File: config.mk
export PLATFORM = sky130hd
export DESIGN_NAME = bunny_hit_detector
export DESIGN_NICKNAME = d
export VERILOG_FILES = /design/src/rtl/bunny_game_pkg.sv /design/src/rtl/hit_invuln_timer.sv /design/src/rtl/bunny_hit_detector.sv
export SDC_FILE = /design/constraint.sdc
export NUM_CORES = 1
export LEC_CHECK = 0
export CORE_MARGIN = 5
export CORE_UTILIZATION = 51
export DETAILED_ROUTE_END_ITERATION = 7
export GPL_TIMING_DRIVEN = 0
export HOLD_SLACK_MARGIN = 0.05
export PLACE_DENSITY = 0.81
export SYNTH_ARGS = -nofsm -noshare
export SYNTH_HDL_FRONTEND = slang
export SYNTH_SLANG_ARGS = --single-unit
File: constraint.sdc
create_clock -name clk -period 3.7 [get_ports clk]
set_input_delay 0.74 -clock clk [delete_from_list [all_inputs] [get_ports clk]]
set_output_delay 0.74 -clock clk [all_outputs]
set_load 0.02 [all_outputs]
File: src/rtl/bunny_game_pkg.sv
// bunny_game_pkg: shared hit-stage state encoding and default constants for the bunny game.
package bunny_game_pkg;
  typedef enum logic [1:0] {ARMED, HIT, INVULN, DEAD} hit_state_t;
  localparam int BUNNY_COL_DEF    = 2;
  localparam int INVULN_TICKS_DEF = 8;
endpackage

File: src/rtl/hit_invuln_timer.sv
// hit_invuln_timer: invulnerability tick counter with done flag; blink divider only when BUNNY_HIT_BLINK_EN is defined.
module hit_invuln_timer
  import bunny_game_pkg::*;
#(
  parameter int INVULN_TICKS = INVULN_TICKS_DEF,
  parameter int BLINK_DIV    = 2
) (
  input  logic       clk,
  input  logic       rst,
  input  logic       tick,
  input  logic       start,
  input  logic       die,
  input  hit_state_t state,
  output logic       done,
  output logic       blink
);
  logic       run;
  logic [7:0] cnt;
  if (INVULN_TICKS < 1 || INVULN_TICKS > 255 || BLINK_DIV < 1) begin : g_bad_param
    $error("hit_invuln_timer: INVULN_TICKS must be 1..255 and BLINK_DIV >= 1");
  end
  assign run  = (state == INVULN) & ~die;
  assign done = run & tick & (cnt == 8'd1);
  // Loaded while entering HIT so the window count is ready on the first INVULN tick.
  always_ff @(posedge clk or negedge rst)
    if (!rst) cnt <= '0;
    else if (start) cnt <= 8'(INVULN_TICKS);
    else if (run & tick) cnt <= cnt - 8'd1;
`ifdef BUNNY_HIT_BLINK_EN
  logic [7:0] div;
  logic       hold, wrap;
  assign hold = (state == HIT) & ~die;
  assign wrap = div == 8'(BLINK_DIV - 1);
  always_ff @(posedge clk or negedge rst)
    if (!rst) begin
      div   <= '0;
      blink <= 1'b0;
    end else begin
      div   <= start ? '0 : (run & tick) ? (wrap ? '0 : div + 8'd1) : div;
      blink <= start | (hold & blink) | (run & ~done & ((tick & wrap) ? ~blink : blink));
    end
`else
  assign blink = 1'b0;
`endif
endmodule

File: src/rtl/bunny_hit_detector.sv
// bunny_hit_detector: tick-rate collision edge detector with invulnerability window and sticky death.
// Optional sprite blink output enabled by defining BUNNY_HIT_BLINK_EN.
module bunny_hit_detector
  import bunny_game_pkg::*;
#(
  parameter int ROW_W        = 2,
  parameter int COL_W        = 4,
  parameter int BUNNY_COL    = BUNNY_COL_DEF,
  parameter int INVULN_TICKS = INVULN_TICKS_DEF,
  parameter int BLINK_DIV    = 2
) (
  input  logic             clk,
  input  logic             rst,
  input  logic             tick,
  input  logic [ROW_W-1:0] bunny_row,
  input  logic             bunny_jump,
  input  logic             obs_valid,
  input  logic [ROW_W-1:0] obs_row,
  input  logic [COL_W-1:0] obs_col,
  input  logic             die,
  output logic             hit,
  output logic             invuln,
  output logic             blink
);
  hit_state_t state, nxt;
  logic overlap, ov_q, new_col, start, done;
  assign overlap = obs_valid & (obs_col == COL_W'(BUNNY_COL)) & (obs_row == bunny_row) & ~bunny_jump;
  assign new_col = tick & overlap & ~ov_q;
  assign start   = (state == ARMED) & new_col & ~die;
  always_comb
    nxt = die              ? DEAD
        : state == ARMED  ? (new_col ? HIT : ARMED)
        : state == HIT    ? INVULN
        : state == INVULN ? (done ? ARMED : INVULN)
        : DEAD;
  // ov_q keeps tracking through INVULN so a held overlap cannot retrigger after the window.
  always_ff @(posedge clk or negedge rst)
    if (!rst) begin
      state  <= ARMED;
      ov_q   <= 1'b0;
      hit    <= 1'b0;
      invuln <= 1'b0;
    end else begin
      if (tick && state != DEAD) ov_q <= overlap;
      state  <= nxt;
      hit    <= nxt == HIT;
      invuln <= nxt == HIT || nxt == INVULN;
    end
  hit_invuln_timer #(
    .INVULN_TICKS(INVULN_TICKS),
    .BLINK_DIV   (BLINK_DIV)
  ) u_timer (
    .clk  (clk),
    .rst  (rst),
    .tick (tick),
    .start(start),
    .die  (die),
    .state(state),
    .done (done),
    .blink(blink)
  );
endmodule

-- Word-level counts from Yosys, hierarchy flattened
Cells that the tools add are included.
- add/subtract/negate cells: 1
- equality and inequality tests: 8
- multiplexer cells: 8
- reductions and logical operators: 4
- bitwise operators: 13
- operator list (operator ; count):
    $mux W8 ; 2
    $and A1 B1 Y1 ; 10
    $mux W2 ; 5
    $eq A8 B1 Y1 const B ; 1
    $sub A8 B1 Y8 const B ; 1
    $eq A2 B1 Y1 const B ; 2
    $eq A2 B2 Y1 const B ; 2
    $eq A4 B2 Y1 const B ; 1
    $not A1 Y1 ; 3
    $eq A2 B2 Y1 ; 1
    $logic_not A2 Y1 ; 1
    $ne A2 B2 Y1 const B ; 1
    $reduce_bool A2 Y1 ; 1
    $logic_and A1 B1 Y1 ; 1
    $logic_or A1 B1 Y1 ; 1
    $mux W1 ; 1
- register bits after elaboration: 13
- output and inout port bits: 3
- input bits: 14
- logic and storage cells: 39

-- Depth between registers and ports, before layout
- depth after elaboration: 11
- depth in mapped cells: 7
- depth with buffers taken out: 7

-- Cells and area by module
From an unflattened synthesis, not the netlist that was laid out.
- cell total of the unflattened synthesis: 77
- area, all modules: 783.3 sq um
- by module, submodules not included (module ; area each (sq um) ; times used ; cells an instance ; sequential area each (sq um)):
    hit_invuln_timer ; 478.0 ; 1 ; 48 ; 200.2
    bunny_hit_detector ; 305.3 ; 1 ; 29 ; 125.1

-- Worst setup path after synthesis
Ideal clock, no wire load.
- path kind: in2reg
- from: input obs_col[0]
- to: register invuln
- library setup time: 0.063 ns
- stages on the path: 5
- path buffers: 0
- data required time: 3.637 ns
- arrival time: 2.038 ns
- setup slack: 1.599 ns
- path through: or4b_4 -> nor4_2 -> a311o_1 -> ha_1 -> inv_1
- word-level cells in the longest chain between the ends: 11
- elaborated cells on any way between the ends: 12
- those cells by class: eq/ne (3); mux (3); bitwise (5); reduce/logical (1)
- ends and longest elaborated chain (what ; line ; RTL):
    from (decl) ; bunny_hit_detector.sv:19 ; input logic [COL_W-1:0] obs_col,
    $eq A4 B2 Y1 * ; bunny_hit_detector.sv:27 ; assign overlap = obs_valid & (obs_col == COL_W'(BUNNY_COL)) & (obs_row == bunny_row) & ~bunny_jump;
    $and A1 B1 Y1 * (3 in a row) ; bunny_hit_detector.sv:27 ;
    $and A1 B1 Y1 * (2 in a row) ; bunny_hit_detector.sv:28 ; assign new_col = tick & overlap & ~ov_q;
    $mux W1 * ; bunny_hit_detector.sv:32 ; : state == ARMED ? (new_col ? HIT : ARMED)
    $mux W2 * ; bunny_hit_detector.sv:32 ;
    $mux W2 * ; bunny_hit_detector.sv:31 ; nxt = die ? DEAD
    via nxt[0] ; bunny_hit_detector.sv:25 ; hit_state_t state, nxt;
    $eq A2 B1 Y1 / $eq A2 B2 Y1 (equally long branches) ; bunny_hit_detector.sv:47 ; invuln <= nxt == HIT || nxt == INVULN;
    $logic_or A1 B1 Y1 * ; bunny_hit_detector.sv:47 ;
    to (signal assigned) ; bunny_hit_detector.sv:42 ; invuln <= 1'b0;
    to (signal assigned) ; bunny_hit_detector.sv:47 ;
    to (decl) ; bunny_hit_detector.sv:22 ; output logic invuln,
The timed path passes the listed nets; every way through them passes the cells marked *.
A chain may end at the register's enable or synchronous reset.

-- Worst setup path in the final report
- from: input die
- to: register invuln
- word-level cells in the longest chain between the ends: 11
- elaborated cells on any way between the ends: 12
- those cells by class: eq/ne (2); mux (5); bitwise (4); reduce/logical (1)
- ends and longest elaborated chain (what ; line ; RTL):
    from (decl) ; bunny_hit_detector.sv:20 ; input logic die,
    $not A1 Y1 ; hit_invuln_timer.sv:22 ; assign run = (state == INVULN) & ~die;
    $and A1 B1 Y1 ; hit_invuln_timer.sv:22 ;
    $and A1 B1 Y1 (2 in a row) ; hit_invuln_timer.sv:23 ; assign done = run & tick & (cnt == 8'd1);
    $mux W2 (2 in a row) ; bunny_hit_detector.sv:34 ; : state == INVULN ? (done ? ARMED : INVULN)
    $mux W2 ; bunny_hit_detector.sv:33 ; : state == HIT ? INVULN
    $mux W2 ; bunny_hit_detector.sv:32 ;
    $mux W2 * ; bunny_hit_detector.sv:31 ;
    $eq A2 B1 Y1 / $eq A2 B2 Y1 (equally long branches) ; bunny_hit_detector.sv:47 ;
    $logic_or A1 B1 Y1 * ; bunny_hit_detector.sv:47 ;
Mark *: on every way between the ends. The rest lies on a longest branch, timed or not.

==> run summary <==
====================================================================================
Die Span X                                                                   47.9 um
Post-synth top flop                                                     sky130_fd_sc_hd__dfrtp_1
TritonCTS buffer count                                                             3
CTS sink cnt                                                                      13
GRT Total Usage                                                                16.1%
Initial antenna violation count                                                    0
Reg2reg start                                                           state[0]$_DFF_PN0_
First-pass GRT wire length                                                   2.47 mm
Vertical die dimension                                                       47.9 um
Hold Slack                                                                  0.541 ns
Layout Cell Area excl Fill                                                   930 um2
Highest net fanout along the worst path                                            7
DP Wirelength                                                                1.09 mm
Row Count                                                                         13
Async S/R FF share, synth                                                       100%
Routed wire per std cell                                                     13.1 um
Unique cell type count in the Yosys netlist                                       26
Maximum clock skew at final layout                                        0.00641 ns
Clock tree from TritonCTS                                                       done
Worst-case clock buffer depth                                                      2
Clock latency of the later-clocked register in the worst-skew pair           0.28 ns
Tcrit/Tclk final                                                               66.6%
Via count of the first global-routing pass                                       615
Mean cell area of the mapped netlist                                        10.3 um2
Clock Pin Slew Worst Setup and Hold Paths                                    0.08 ns
Critical path launch point                                                       die
Post-synthesis instance area                                                 733 um2
Final Slew Violations                                                              0
Count of port buffers added during placement                                      15
Worst reg2reg setup slack                                                    1.62 ns
Final-layout setup total negative slack                                         0 ns
Power density over the cells                                              293 mW/mm2
Post-CTS resize count                                                              0
IO Count                                                                          17
R2r endpoint                                                            invuln$_DFF_PN0_
Final global-route overflow total                                                  0
Vias                                                                             549
Kind of end point of the critical path                                          flop
Minimum period implied by the final worst setup slack                        2.47 ns
Kind of path behind the tightest hold check                             flop to flop
Number of max-capacitance violations reported                                      0
Cell at the root of the clock tree                                      sky130_fd_sc_hd__clkbuf_4
Final setup viols                                                                  0
Gate count of the mapped netlist                                                  71
Weighted congestion at the end of routability-driven global placement          0.754
Number of buffers inserted for hold repair after clock tree synthesis              0
Number of nets with antenna violations after detailed routing                      0
Yosys warning total                                                                0
Critical setup path kind                                                input pin to flop
Final nets                                                                       111
Highest achievable clock rate                                                406 MHz
Lkg Pwr                                                                     0.441 nW
Starting density of the core                                                   55.0%
Maximum number of pins on one net before global-route repair                      14
Number of standard cells in the final layout excluding fillers                   105
Flip-flop and latch count after synthesis                                         13
Placed insts                                                                     101
Run status                                                              finished, final reports clean
Core region area                                                         0.00133 mm2
Setup repair after global routing missed its margin                               no
Layout-stage area growth over the synthesis result                             26.8%
Total length of routed wires                                                 1.37 mm
Final-report hold violation count                                                  0
Register-to-Register Path Depth                                                    7
Post-Route Utilization                                                         69.7%
Deepest level of the CTS H-tree                                                    1
Sequential fraction of the synthesis area                                      44.4%
Critical path launch point type                                            input pin
Actual slew at the worst max-slew pin                                       0.845 ns
Fraction of layout cells with a size suffix above 1                            11.1%
Nets in the synthesized netlist                                                   91
Max IR drop VDD                                                           0.000263 V
Startpoint of the worst hold path                                       ov_q$_DFFE_PN0P_
Number of setup buffers added after CTS                                            0
Vias per std cell                                                               5.23
Residual DRC                                                                       0
Diodes inserted                                                                    0
Worst endpoint required time                                                 3.92 ns
Violation count after the first detailed-route iteration                           5
Headroom to the max-slew limit                                                 42.9%
Placement-stage cell area                                                    902 um2
Count of flip-flops with a built-in enable after synthesis                         0
Die area                                                                 0.00230 mm2
First-pass detailed-route iteration total                                          4
Arrival @ worst endpoint                                                     2.69 ns
Capture endpoint of the worst hold path                                 ov_q$_DFFE_PN0P_
Worst hold path depth                                                              1
====================================================================================
==> metrics by stage <==
| step | power, mW | setup WS (ns) |
|---|---|---|
| after floorplan | 0.168 | 1.60 |
| after global placement | 0.188 | 1.00 |
| after detailed placement | 0.189 | 0.988 |
| after CTS | 0.276 | 1.26 |
| after global routing | 0.289 | 1.11 |
| final | 0.273 | 1.23 |
==> synth_stat cells, drive strengths merged (3+ instances only) <==
cell type	n	area (um2)
xor2	7	61.3
nor2	11	41.3
dfrtp	13	325
nand2	3	11.3
ha	6	75.1
inv	5	18.8
==> per-layer routing <==
| layer | up-vias | wire length, um | track usage [%] |
|---|---|---|---|
| met5 | - | 0 | 0 |
| met4 | 0 | 12 | 3.23 |
| met3 | 2 | 71 | 7.89 |
| met2 | 12 | 671 | 28.5 |
| met1 | 262 | 617 | 17.2 |
| li1 | 273 | - | - |
==> cell type report <==
| class | count | area [um2] |
|---|---|---|
| buffer | 2 | 15.0 |
| clock buffer | 3 | 22.5 |
| clock inverter | 1 | 5.00 |
| fill | 110 | 404 |
| inverter | 5 | 18.8 |
| multi-input combinational | 51 | 374 |
| sequential | 13 | 325 |
| tap | 15 | 18.8 |
| timing repair buffer | 15 | 150 |
==> critical path: stages <==
cell and delay (ns):
sky130_fd_sc_hd__clkdlybuf4s50_1 0.52, sky130_fd_sc_hd__nor4bb_1 0.78, sky130_fd_sc_hd__a32oi_1 0.24, sky130_fd_sc_hd__nor2_1 0.13
sky130_fd_sc_hd__ha_1 0.23, sky130_fd_sc_hd__inv_1 0.06
==> logic make-up (layout without fill, tap and decap cells) <==
| kind of cell | after synthesis | in the layout | synth area share (%) |
|---|---|---|---|
| AND/OR/NAND/NOR | 31 | 31 | 25.3 |
| flip-flops | 13 | 13 | 44.4 |
| XOR/XNOR | 8 | 8 | 9.56 |
| buffers and inverters | 7 | 26 | 4.61 |
| adder cells (fa/ha/maj) | 6 | 6 | 10.2 |
| AO/OA/AOI/OAI | 4 | 4 | 3.93 |
| other | 1 | 1 | 0.511 |
| multiplexers | 1 | 1 | 1.54 |
==> cells in the final DEF, fill, tap and decap left out, drive strengths merged, types with 2 or more instances in the layout <==
master,count
inv,5
ha,6
nor2b,2
dfrtp,13
xor2,7
buf,2
a21oi,2
nor2,11
nand3,2
clkdlybuf4s50,15
nand4b,2
clkbuf,3
nand2,3
nand2b,2
nor4,2
==> sequential cells by signal, summed over array words and instances (netlist names) <==
name	flops
hit	1
u_timer.cnt	8
state	2
invuln	1
ov_q	1
==> power breakdown <==
group          leakage [nW]  total [mW]  internal, mW  switching [mW]
combinational         0.256      0.0378        0.0216          0.0162
clock                0.0177      0.0863        0.0401          0.0462
sequential            0.167       0.148         0.145         0.00289
total                 0.441       0.273         0.207          0.0654
==> worst max-delay path by stage <==
stage                  endpoint  depth (start not counted)
4_1_cts        invuln$_DFF_PN0_                          6
5_1_grt        invuln$_DFF_PN0_                          6
2_1_floorplan  invuln$_DFF_PN0_                          5
3_3_place_gp   invuln$_DFF_PN0_                          6
6_report       invuln$_DFF_PN0_                          6
3_5_place_dp   invuln$_DFF_PN0_                          6
No activity file was read; power rests on OpenSTA's default activity.
